<file path="src/rtl/cache_miss_ctrl_pkg.sv">
// cache_pkg: shared constants and the controller state type for cache_miss_ctrl.
//   ADDR_W     - main-memory byte address width
//   DATA_W     - byte width of every data path
//   LINE_BEATS - bytes per cache line, one byte per memory beat
//   BEAT_W     - width of a beat index within a line
//   state_t    - IDLE / WB (write back victim) / FILL (refill line) / DONE
package cache_pkg;

   localparam int ADDR_W     = 9;
   localparam int DATA_W     = 8;
   localparam int LINE_BEATS = 4;
   localparam int BEAT_W     = $clog2(LINE_BEATS);

   typedef enum logic [1:0] {
      IDLE = 2'd0,
      WB   = 2'd1,
      FILL = 2'd2,
      DONE = 2'd3
   } state_t;

endpackage

</file>
<file path="src/rtl/cache_miss_ctrl_if.sv">
// cache_miss_ctrl_if: bundles the CPU/cache side and the memory side of the
// miss controller.
//   master modport - the controller (drives memory requests, fill, stall, done)
//   slave modport  - the environment (cache + CPU + main memory)
// Signals: miss_req, miss_addr, victim_dirty, victim_addr, victim_data,
// beat_idx, addr_mem, rd_mem, wr_mem, data_mem_out, data_mem_in, ready_mem,
// fill_we, fill_data, stall_cpu, miss_done.
interface cache_miss_ctrl_if;
   import cache_pkg::*;

   logic              miss_req;
   logic [ADDR_W-1:0] miss_addr;
   logic              victim_dirty;
   logic [ADDR_W-1:0] victim_addr;
   logic [DATA_W-1:0] victim_data;
   logic [BEAT_W-1:0] beat_idx;
   logic [ADDR_W-1:0] addr_mem;
   logic              rd_mem;
   logic              wr_mem;
   logic [DATA_W-1:0] data_mem_out;
   logic [DATA_W-1:0] data_mem_in;
   logic              ready_mem;
   logic              fill_we;
   logic [DATA_W-1:0] fill_data;
   logic              stall_cpu;
   logic              miss_done;

   modport master (
      input  miss_req, miss_addr, victim_dirty, victim_addr, victim_data,
             data_mem_in, ready_mem,
      output beat_idx, addr_mem, rd_mem, wr_mem, data_mem_out,
             fill_we, fill_data, stall_cpu, miss_done
   );

   modport slave (
      output miss_req, miss_addr, victim_dirty, victim_addr, victim_data,
             data_mem_in, ready_mem,
      input  beat_idx, addr_mem, rd_mem, wr_mem, data_mem_out,
             fill_we, fill_data, stall_cpu, miss_done
   );

endinterface

</file>
<file path="src/rtl/mem_beat_cnt.sv">
// mem_beat_cnt: beat counter for one line transfer.
//   clock, reset_n - rising-edge clock, synchronous active-low reset
//   load, load_val - start a new transfer at beat index load_val
//   inc            - a beat completed; advance modulo LINE_BEATS
//   cnt            - current beat index
//   last           - the current beat is the final one of the line
// The start index is remembered so a transfer that begins mid-line (wrapping
// order) still ends after exactly LINE_BEATS beats.
module mem_beat_cnt
   import cache_pkg::*;
(
   input  logic              clock,
   input  logic              reset_n,
   input  logic              load,
   input  logic [BEAT_W-1:0] load_val,
   input  logic              inc,
   output logic [BEAT_W-1:0] cnt,
   output logic              last
);

   logic [BEAT_W-1:0] start_q;

   always_ff @(posedge clock) begin
      if (!reset_n) begin
         cnt     <= '0;
         start_q <= '0;
      end else if (load) begin
         cnt     <= load_val;
         start_q <= load_val;
      end else if (inc) begin
         cnt <= cnt + BEAT_W'(1);
      end
   end

   // Final beat is the one just before wrapping back to the start index.
   assign last = ((cnt + BEAT_W'(1)) == start_q);

endmodule

</file>
<file path="src/rtl/cache_miss_ctrl.sv">
// cache_miss_ctrl: services a cache miss by optionally writing back a dirty
// victim line (WB) and then refilling the missing line (FILL), one byte per beat.
//   clock, reset_n - rising-edge clock, synchronous active-low reset
//   bus (master)   - CPU/cache request side and main-memory side, see
//                    cache_miss_ctrl_if
// Optional feature: define CACHE_CRITICAL_WORD_FIRST_EN to start the refill at
// the missing byte and wrap; write-back order is always 0..3.
module cache_miss_ctrl
   import cache_pkg::*;
(
   input  logic             clock,
   input  logic             reset_n,
   cache_miss_ctrl_if.master bus
);

   state_t                   state_q, state_d;
   logic [ADDR_W-BEAT_W-1:0] miss_base_q, victim_base_q;
   logic [BEAT_W-1:0]        cnt, cnt_load_val, fill_start_new, fill_start_held;
   logic                     last, accept, beat_done, cnt_load, wb_end;

   assign accept    = (state_q == IDLE) && bus.miss_req;
   assign beat_done = ((state_q == WB) || (state_q == FILL)) && bus.ready_mem;
   assign wb_end    = (state_q == WB) && beat_done && last;

`ifdef CACHE_CRITICAL_WORD_FIRST_EN
   logic [BEAT_W-1:0] crit_q;

   always_ff @(posedge clock) begin
      if (!reset_n)   crit_q <= '0;
      else if (accept) crit_q <= bus.miss_addr[BEAT_W-1:0];
   end

   assign fill_start_new  = bus.miss_addr[BEAT_W-1:0];
   assign fill_start_held = crit_q;
`else
   // Byte offset of the miss does not matter when the refill is always in order.
   logic unused_miss_offset;
   assign unused_miss_offset = ^bus.miss_addr[BEAT_W-1:0];
   assign fill_start_new     = '0;
   assign fill_start_held    = '0;
`endif

   // Victim byte offset is ignored: write-back always covers the whole line.
   logic unused_victim_offset;
   assign unused_victim_offset = ^bus.victim_addr[BEAT_W-1:0];

   // Reload on acceptance (WB starts at 0, FILL at its start) and again when
   // write-back hands over to the refill.
   assign cnt_load     = accept || wb_end;
   assign cnt_load_val = accept ? (bus.victim_dirty ? '0 : fill_start_new)
                                : fill_start_held;

   mem_beat_cnt u_beat_cnt (
      .clock    (clock),
      .reset_n  (reset_n),
      .load     (cnt_load),
      .load_val (cnt_load_val),
      .inc      (beat_done),
      .cnt      (cnt),
      .last     (last)
   );

   always_ff @(posedge clock) begin
      if (!reset_n) begin
         state_q       <= IDLE;
         miss_base_q   <= '0;
         victim_base_q <= '0;
      end else begin
         state_q <= state_d;
         if (accept) begin
            miss_base_q   <= bus.miss_addr[ADDR_W-1:BEAT_W];
            victim_base_q <= bus.victim_addr[ADDR_W-1:BEAT_W];
         end
      end
   end

   always_comb begin
      state_d = state_q;
      unique case (state_q)
         IDLE: if (bus.miss_req) state_d = bus.victim_dirty ? WB : FILL;
         WB:   if (beat_done && last) state_d = FILL;
         FILL: if (beat_done && last) state_d = DONE;
         DONE: state_d = IDLE;
         default: state_d = IDLE;
      endcase
   end

   always_comb begin
      bus.beat_idx     = cnt;
      bus.wr_mem       = (state_q == WB);
      bus.rd_mem       = (state_q == FILL);
      bus.addr_mem     = (state_q == WB) ? {victim_base_q, cnt} : {miss_base_q, cnt};
      bus.data_mem_out = bus.victim_data;
      bus.fill_we      = (state_q == FILL) && bus.ready_mem;
      bus.fill_data    = bus.data_mem_in;
      bus.miss_done    = (state_q == DONE);
      // Stall combinationally in the cycle the miss is raised; a miss seen
      // while reset is held is never accepted, so it does not stall.
      bus.stall_cpu    = (state_q != IDLE) || (bus.miss_req && reset_n);
   end

endmodule

</file>
<file path="src/flat_wrapper.sv">
// flat-port wrapper written by rule: the top's interface ports become plain ports
module cache_miss_ctrl_flat import cache_pkg::*;
  (clock, reset_n, bus_miss_req, bus_miss_addr, bus_victim_dirty, bus_victim_addr, bus_victim_data, bus_data_mem_in, bus_ready_mem, bus_beat_idx, bus_addr_mem, bus_rd_mem, bus_wr_mem, bus_data_mem_out, bus_fill_we, bus_fill_data, bus_stall_cpu, bus_miss_done);
  cache_miss_ctrl_if bus_i ();
  input  logic clock;
  input  logic reset_n;
  input wire logic [$bits(bus_i.miss_req)-1:0] bus_miss_req;
  input wire logic [$bits(bus_i.miss_addr)-1:0] bus_miss_addr;
  input wire logic [$bits(bus_i.victim_dirty)-1:0] bus_victim_dirty;
  input wire logic [$bits(bus_i.victim_addr)-1:0] bus_victim_addr;
  input wire logic [$bits(bus_i.victim_data)-1:0] bus_victim_data;
  input wire logic [$bits(bus_i.data_mem_in)-1:0] bus_data_mem_in;
  input wire logic [$bits(bus_i.ready_mem)-1:0] bus_ready_mem;
  output wire logic [$bits(bus_i.beat_idx)-1:0] bus_beat_idx;
  output wire logic [$bits(bus_i.addr_mem)-1:0] bus_addr_mem;
  output wire logic [$bits(bus_i.rd_mem)-1:0] bus_rd_mem;
  output wire logic [$bits(bus_i.wr_mem)-1:0] bus_wr_mem;
  output wire logic [$bits(bus_i.data_mem_out)-1:0] bus_data_mem_out;
  output wire logic [$bits(bus_i.fill_we)-1:0] bus_fill_we;
  output wire logic [$bits(bus_i.fill_data)-1:0] bus_fill_data;
  output wire logic [$bits(bus_i.stall_cpu)-1:0] bus_stall_cpu;
  output wire logic [$bits(bus_i.miss_done)-1:0] bus_miss_done;
  assign bus_i.miss_req = bus_miss_req;
  assign bus_i.miss_addr = bus_miss_addr;
  assign bus_i.victim_dirty = bus_victim_dirty;
  assign bus_i.victim_addr = bus_victim_addr;
  assign bus_i.victim_data = bus_victim_data;
  assign bus_i.data_mem_in = bus_data_mem_in;
  assign bus_i.ready_mem = bus_ready_mem;
  assign bus_beat_idx = bus_i.beat_idx;
  assign bus_addr_mem = bus_i.addr_mem;
  assign bus_rd_mem = bus_i.rd_mem;
  assign bus_wr_mem = bus_i.wr_mem;
  assign bus_data_mem_out = bus_i.data_mem_out;
  assign bus_fill_we = bus_i.fill_we;
  assign bus_fill_data = bus_i.fill_data;
  assign bus_stall_cpu = bus_i.stall_cpu;
  assign bus_miss_done = bus_i.miss_done;
  cache_miss_ctrl u_core (.clock(clock), .reset_n(reset_n), .bus(bus_i));
endmodule
</file>
<file path="config.mk">
export PLATFORM = sky130hd
export DESIGN_NAME = cache_miss_ctrl_flat
export DESIGN_NICKNAME = d
export VERILOG_FILES = /design/src/rtl/cache_miss_ctrl_pkg.sv /design/src/rtl/cache_miss_ctrl_if.sv /design/src/rtl/mem_beat_cnt.sv /design/src/rtl/cache_miss_ctrl.sv /design/src/flat_wrapper.sv
export SDC_FILE = /design/constraint.sdc
export NUM_CORES = 1
export LEC_CHECK = 0
export ABC_AREA = 1
export CAP_MARGIN = 5
export CORE_ASPECT_RATIO = 0.8
export CORE_MARGIN = 10
export CORE_UTILIZATION = 33
export CTS_CLUSTER_DIAMETER = 40
export CTS_CLUSTER_SIZE = 12
export DETAILED_ROUTE_END_ITERATION = 8
export HOLD_SLACK_MARGIN = 0.05
export PLACE_DENSITY_LB_ADDON = 0.05
export RECOVER_POWER = 25
export SYNTH_ARGS = -nofsm -noshare
export SYNTH_HDL_FRONTEND = slang
export SYNTH_HIERARCHICAL = 1
export SYNTH_SLANG_ARGS = --single-unit
</file>
<file path="constraint.sdc">
create_clock -name clock -period 1.5 [get_ports clock]
set_input_delay 0.3 -clock clock [delete_from_list [all_inputs] [get_ports clock]]
set_output_delay 0.3 -clock clock [all_outputs]
set_load 0.1 [all_outputs]
</file>
## Word-level counts from Yosys, hierarchy flattened

Cells that the tools add are included.
W data, S select, Z words.

- Register bits after elaboration: 18
- Bits of input ports: 39
- Output and inout port bits: 32
- Logic and storage cells: 33

- Add/subtract/negate cells: 1
- Equality and inequality tests: 6
- Muxes and demuxes: 6
- Bitwise operators: 1
- Reductions and logical operators: 15

Operator list:

| kind | number |
|---|---|
| $mux W9 | 1 |
| $mux W2 | 4 |
| $pmux W2 S4 | 1 |
| $logic_and A1 B1 Y1 | 7 |
| $eq A2 B2 Y1 const B | 2 |
| $logic_not A2 Y1 | 2 |
| $ne A2 B1 Y1 const B | 2 |
| $logic_or A1 B1 Y1 | 3 |
| $reduce_and A3 Y1 | 1 |
| $add A2 B1 Y2 const B | 1 |
| $eq A2 B1 Y1 const B | 1 |
| $ne A2 B2 Y1 const B | 1 |
| $reduce_bool A2 Y1 | 1 |
| $reduce_or A2 Y1 | 1 |
| $not A1 Y1 | 1 |

## Longest topological paths before layout

- Depth after elaboration: 7
- Mapped depth: 12

## By module

The synthesis kept the hierarchy.

Modules (own cells, without submodules):

| module | instances | cells each | area an instance (sq um) |
|---|---|---|---|
| cache_miss_ctrl | 1 | 138 | 950.9 |
| mem_beat_cnt | 1 | 34 | 210.2 |

## Least setup slack after synthesis

Ideal clock, no wire load.

- Path kind: register to output
- Start: register u_core.state_q[1]
- End: output bus_addr_mem[7]
- Data arrival time: 3.396 ns
- Data required time: 1.200 ns
- Slack: -2.196 ns
- Cell stages (with the launch flop): 5
- Path buffers: 1
- Cell sequence: dfxtp_1 > inv_1 > ha_1 > buf_6 > o21ai_0

- Cells in the longest elaborated chain, start to end: 2

RTL lines:

| what | RTL line | text |
|---|---|---|
| from (decl) | cache_miss_ctrl.sv:16 | `state_t state_q, state_d;` |
| from (signal assigned) | cache_miss_ctrl.sv:69 | `state_q <= state_d;` |
| $eq A2 B1 Y1 | - |  |
| named net bus_wr_mem | flat_wrapper.sv:17 | `output wire logic [$bits(bus_i.wr_mem)-1:0] bus_wr_mem;` |
| $mux W9 | cache_miss_ctrl.sv:92 | `bus.addr_mem = (state_q == WB) ? {victim_base_q, cnt} : {miss_base_q, cnt};` |
| to (decl) | flat_wrapper.sv:15 | `output wire logic [$bits(bus_i.addr_mem)-1:0] bus_addr_mem;` |

The timed path passes the listed nets, and every way through them passes these cells.

## Worst setup path after layout

- Start: register u_core.state_q[1]
- End: output bus_addr_mem[7]

- Cells in the longest elaborated chain, start to end: 2

RTL lines:

| what | RTL line |
|---|---|
| $eq A2 B1 Y1 | cache_miss_ctrl.sv:92 |
| $mux W9 | cache_miss_ctrl.sv:92 |

No other way between the ends.

==> impl_metrics.env <==
export IMPL_status="complete, but fails checks"
export IMPL_failed_checks="negative setup slack"
export IMPL_syn_inst=172
export IMPL_synth_edf_count=0
export IMPL_ant_nets=0
export IMPL_clockBufferDepth=2
export IMPL_wl_per_cell_um=13.6
export IMPL_ir_drop_v=0.00159
export IMPL_synth_area_leaders="dfxtp_1 34%, buf_4 13%, nand2_1 12%"
export IMPL_dieHeight_um=73.1
export IMPL_drc=0
export IMPL_vias=1143
export IMPL_ios=71
export IMPL_area_delta_synth_final_pct=75.6
export IMPL_grt_usage_pct=10.6
export IMPL_rr_startpoint="u_core/u_beat_cnt/cnt[1]$_SDFFE_PN0P_"
export IMPL_synth_area_per_cell_um2=6.75
export IMPL_cp_max_fo=5
export IMPL_crit_buf_inv=3
export IMPL_cts_hold_buf=0
export IMPL_setup_viol=10
export IMPL_post_route_period_util_pct=107
export IMPL_p_leak_uw=0.000932
export IMPL_crit_path_end="bus_addr_mem[7]"
export IMPL_critical_path_top_delay_family="buffers and inverters"
export IMPL_r2r_end="u_core/state_q[0]$_SDFFE_PN0P_"
export IMPL_wirelength_um=3350
export IMPL_n_antenna_cell=0
export IMPL_worstPathRequired_ps=1200
export IMPL_drt_initial_drc_count=79
export IMPL_drive_above_1_share_pct=42.2
export IMPL_r2r_slack_ps=40
export IMPL_cp_start_kind="register"
export IMPL_grt_first_pass_wirelength_um=5440
export IMPL_die_area_um2=6310
export IMPL_dp_hpwl_um=2370
export IMPL_setup_slack_ps=-108
export IMPL_first_global_vias=1137
export IMPL_synthDistinctLibCells=15
export IMPL_synth_most_common_cell="nand2_1"
export IMPL_grt_max_degree=19
export IMPL_critPathCaptureType="primary output"
export IMPL_start_util_pct=34.2
export IMPL_skew_ps=8.29
export IMPL_hold_worst_slack_ps=502
export IMPL_antenna_found_initial=0
export IMPL_critPathSlowestCell="dfxtp_2"
export IMPL_synth_seq_cells=20
export IMPL_synthTopCellsByCount="38 x nand2_1, 32 x nor2_1, 20 x buf_4, 20 x dfxtp_1, 16 x o21ai_0"
export IMPL_gp_congestion=0.813
export IMPL_rr_worst_depth=10
export IMPL_min_path_cells=2
export IMPL_worstSetupPathType="reg2out"
export IMPL_final_nets=249
export IMPL_hold_viol_final=0
export IMPL_detail_route_first_pass_iterations=4
export IMPL_avgViaCountPerCell=4.65
export IMPL_cpPeakStageDelay_ps=340
export IMPL_clk_pin_slew_ps=80
export IMPL_h_tree_depth=1
export IMPL_grt_overflow_total=0
export IMPL_hold_path_class="reg2reg"
export IMPL_root_buffer="clkbuf_8"
export IMPL_synth_top_area_share_pct=34.5
export IMPL_clkLatencyLatePin_ps=260
export IMPL_cts_inserted_buffers=3
export IMPL_clock_sinks=20
export IMPL_yosysTopAreaCell="dfxtp_1"
export IMPL_ys_seq_area_share_pct=34.5
export IMPL_die_w_um=86.3
export IMPL_core_area_um2=3400
export IMPL_cts_tree="built"
export IMPL_post_route_min_period_ps=1610
export IMPL_port_buffers=34
export IMPL_ys_warn_count=6
export IMPL_synthesis_area_um2=1160
export IMPL_startpoint="u_core/state_q[1]$_SDFFE_PN0P_"
export IMPL_cap_violations=0
export IMPL_cp_data_arrival_time_ps=1310
export IMPL_synth_flop_cell="dfxtp_1"
export IMPL_rsz0062_at_grt="true"
export IMPL_crit_cells=5
export IMPL_synth_async_sr_flop_share_pct=0
export IMPL_row_count=19
export IMPL_setup_tns_ps=-855
export IMPL_fmax_mhz=622
export IMPL_path_cells="inv_2 -> ha_4 -> buf_8 -> o21ai_4 -> buf_12"
export IMPL_power_density_nw_per_um2=2480
export IMPL_slew_viol_final=0
-- cells in the final DEF, fill, tap and decap left out, drive strengths merged --
cell type and instances:
nand2 42, o21ai 16, clkinvlp 1, xnor2 1, bufinv 1, nand3 7
conb 2, a21oi 8, inv 17, dfxtp 20, clkbuf 3, nor2 32
clkdlybuf4s50 18, buf 31, ha 5
-- per-stage QoR --
| stage | power, µW | cell area (µm²) | std cells | setup slack (ps) | utilization, % |
|---|---|---|---|---|---|
| after floorplan | 3270 | 1320 | 173 | -201 | - |
| after global placement | 4010 | 1750 | 233 | 13.6 | 51.5 |
| after detailed placement | 4040 | 1750 | 233 | 12.6 | 51.5 |
| after CTS | 4850 | 1930 | 243 | -109 | 56.8 |
| after global routing | 5330 | 2040 | 246 | -170 | 60.0 |
| final | 5060 | 2040 | 246 | -108 | 60.0 |
-- logic make-up after synthesis --
group / count (synthesis) / share of synthesized area (%)
AND/OR/NAND/NOR: 81 / 27.8
adder cells (fa/ha/maj): 5 / 5.39
buffers and inverters: 40 / 20.9
XOR/XNOR: 1 / 0.754
other: 1 / 0.323
AO/OA/AOI/OAI: 24 / 10.3
flip-flops: 20 / 34.5
-- area by class of cell --
cell class | instances | area [µm²]
clock buffer | 3 | 41.3
tap | 42 | 52.6
fill | 296 | 1360
timing repair buffer | 49 | 628
sequential | 20 | 413
multi-input combinational | 113 | 796
clock inverter | 1 | 30.0
inverter | 18 | 78.8
-- layer usage --
layer / GRT usage (%) / wire length (µm) / vias up
met4: 3.77 / 113 / 0
met5: 0 / 0 / -
met2: 17.7 / 1600 / 36
met1: 11.8 / 1410 / 507
met3: 4.24 / 224 / 24
li1: - / - / 576
-- worst register-to-register path, stage by stage, from the launching register on --
cell and delay, ps:
dfxtp_4 410, inv_1 60, nand2_2 80, nand3_1 90, a21oi_2 210, buf_4 140
nand3_1 80, nand2_2 110, nand3_1 80, nand2_1 60, nor2_1 40
-- state kept, by name (all words and copies together), names as in the netlist --
signal and flops:
u_core/miss_base_q 7, u_core/victim_base_q 7, u_core/state_q 2, u_core/u_beat_cnt/cnt 2, u_core/u_beat_cnt/start_q 2
-- report_power, final --
part,switching [µW],internal (µW),total [µW]
combinational,2250,1410,3660
sequential,155,700,855
clock,188,356,545
-- worst min path at each step --
stage,from,end,slack (ps)
2_1_floorplan,reset_n,u_core/u_beat_cnt/cnt[0]$_SDFFE_PN0P_,400
3_3_place_gp,u_core/victim_base_q[1]$_SDFFE_PN0P_,u_core/victim_base_q[1]$_SDFFE_PN0P_,460
3_5_place_dp,u_core/victim_base_q[6]$_SDFFE_PN0P_,u_core/victim_base_q[6]$_SDFFE_PN0P_,470
4_1_cts,u_core/u_beat_cnt/start_q[0]$_SDFFE_PN0P_,u_core/u_beat_cnt/start_q[0]$_SDFFE_PN0P_,500
5_1_grt,u_core/u_beat_cnt/start_q[0]$_SDFFE_PN0P_,u_core/u_beat_cnt/start_q[0]$_SDFFE_PN0P_,530
6_report,u_core/miss_base_q[0]$_SDFFE_PN0P_,u_core/miss_base_q[0]$_SDFFE_PN0P_,500
-- timing repair --
| item | in CTS | in global routing |
|---|---|---|
| pin swaps | 1 | 7 |
| endpoints found under the setup margin | 10 | 15 |
| resized for setup | 20 | 22 |
| buffers inserted | 6 | 3 |
Power figures use the tool's default switching activity.
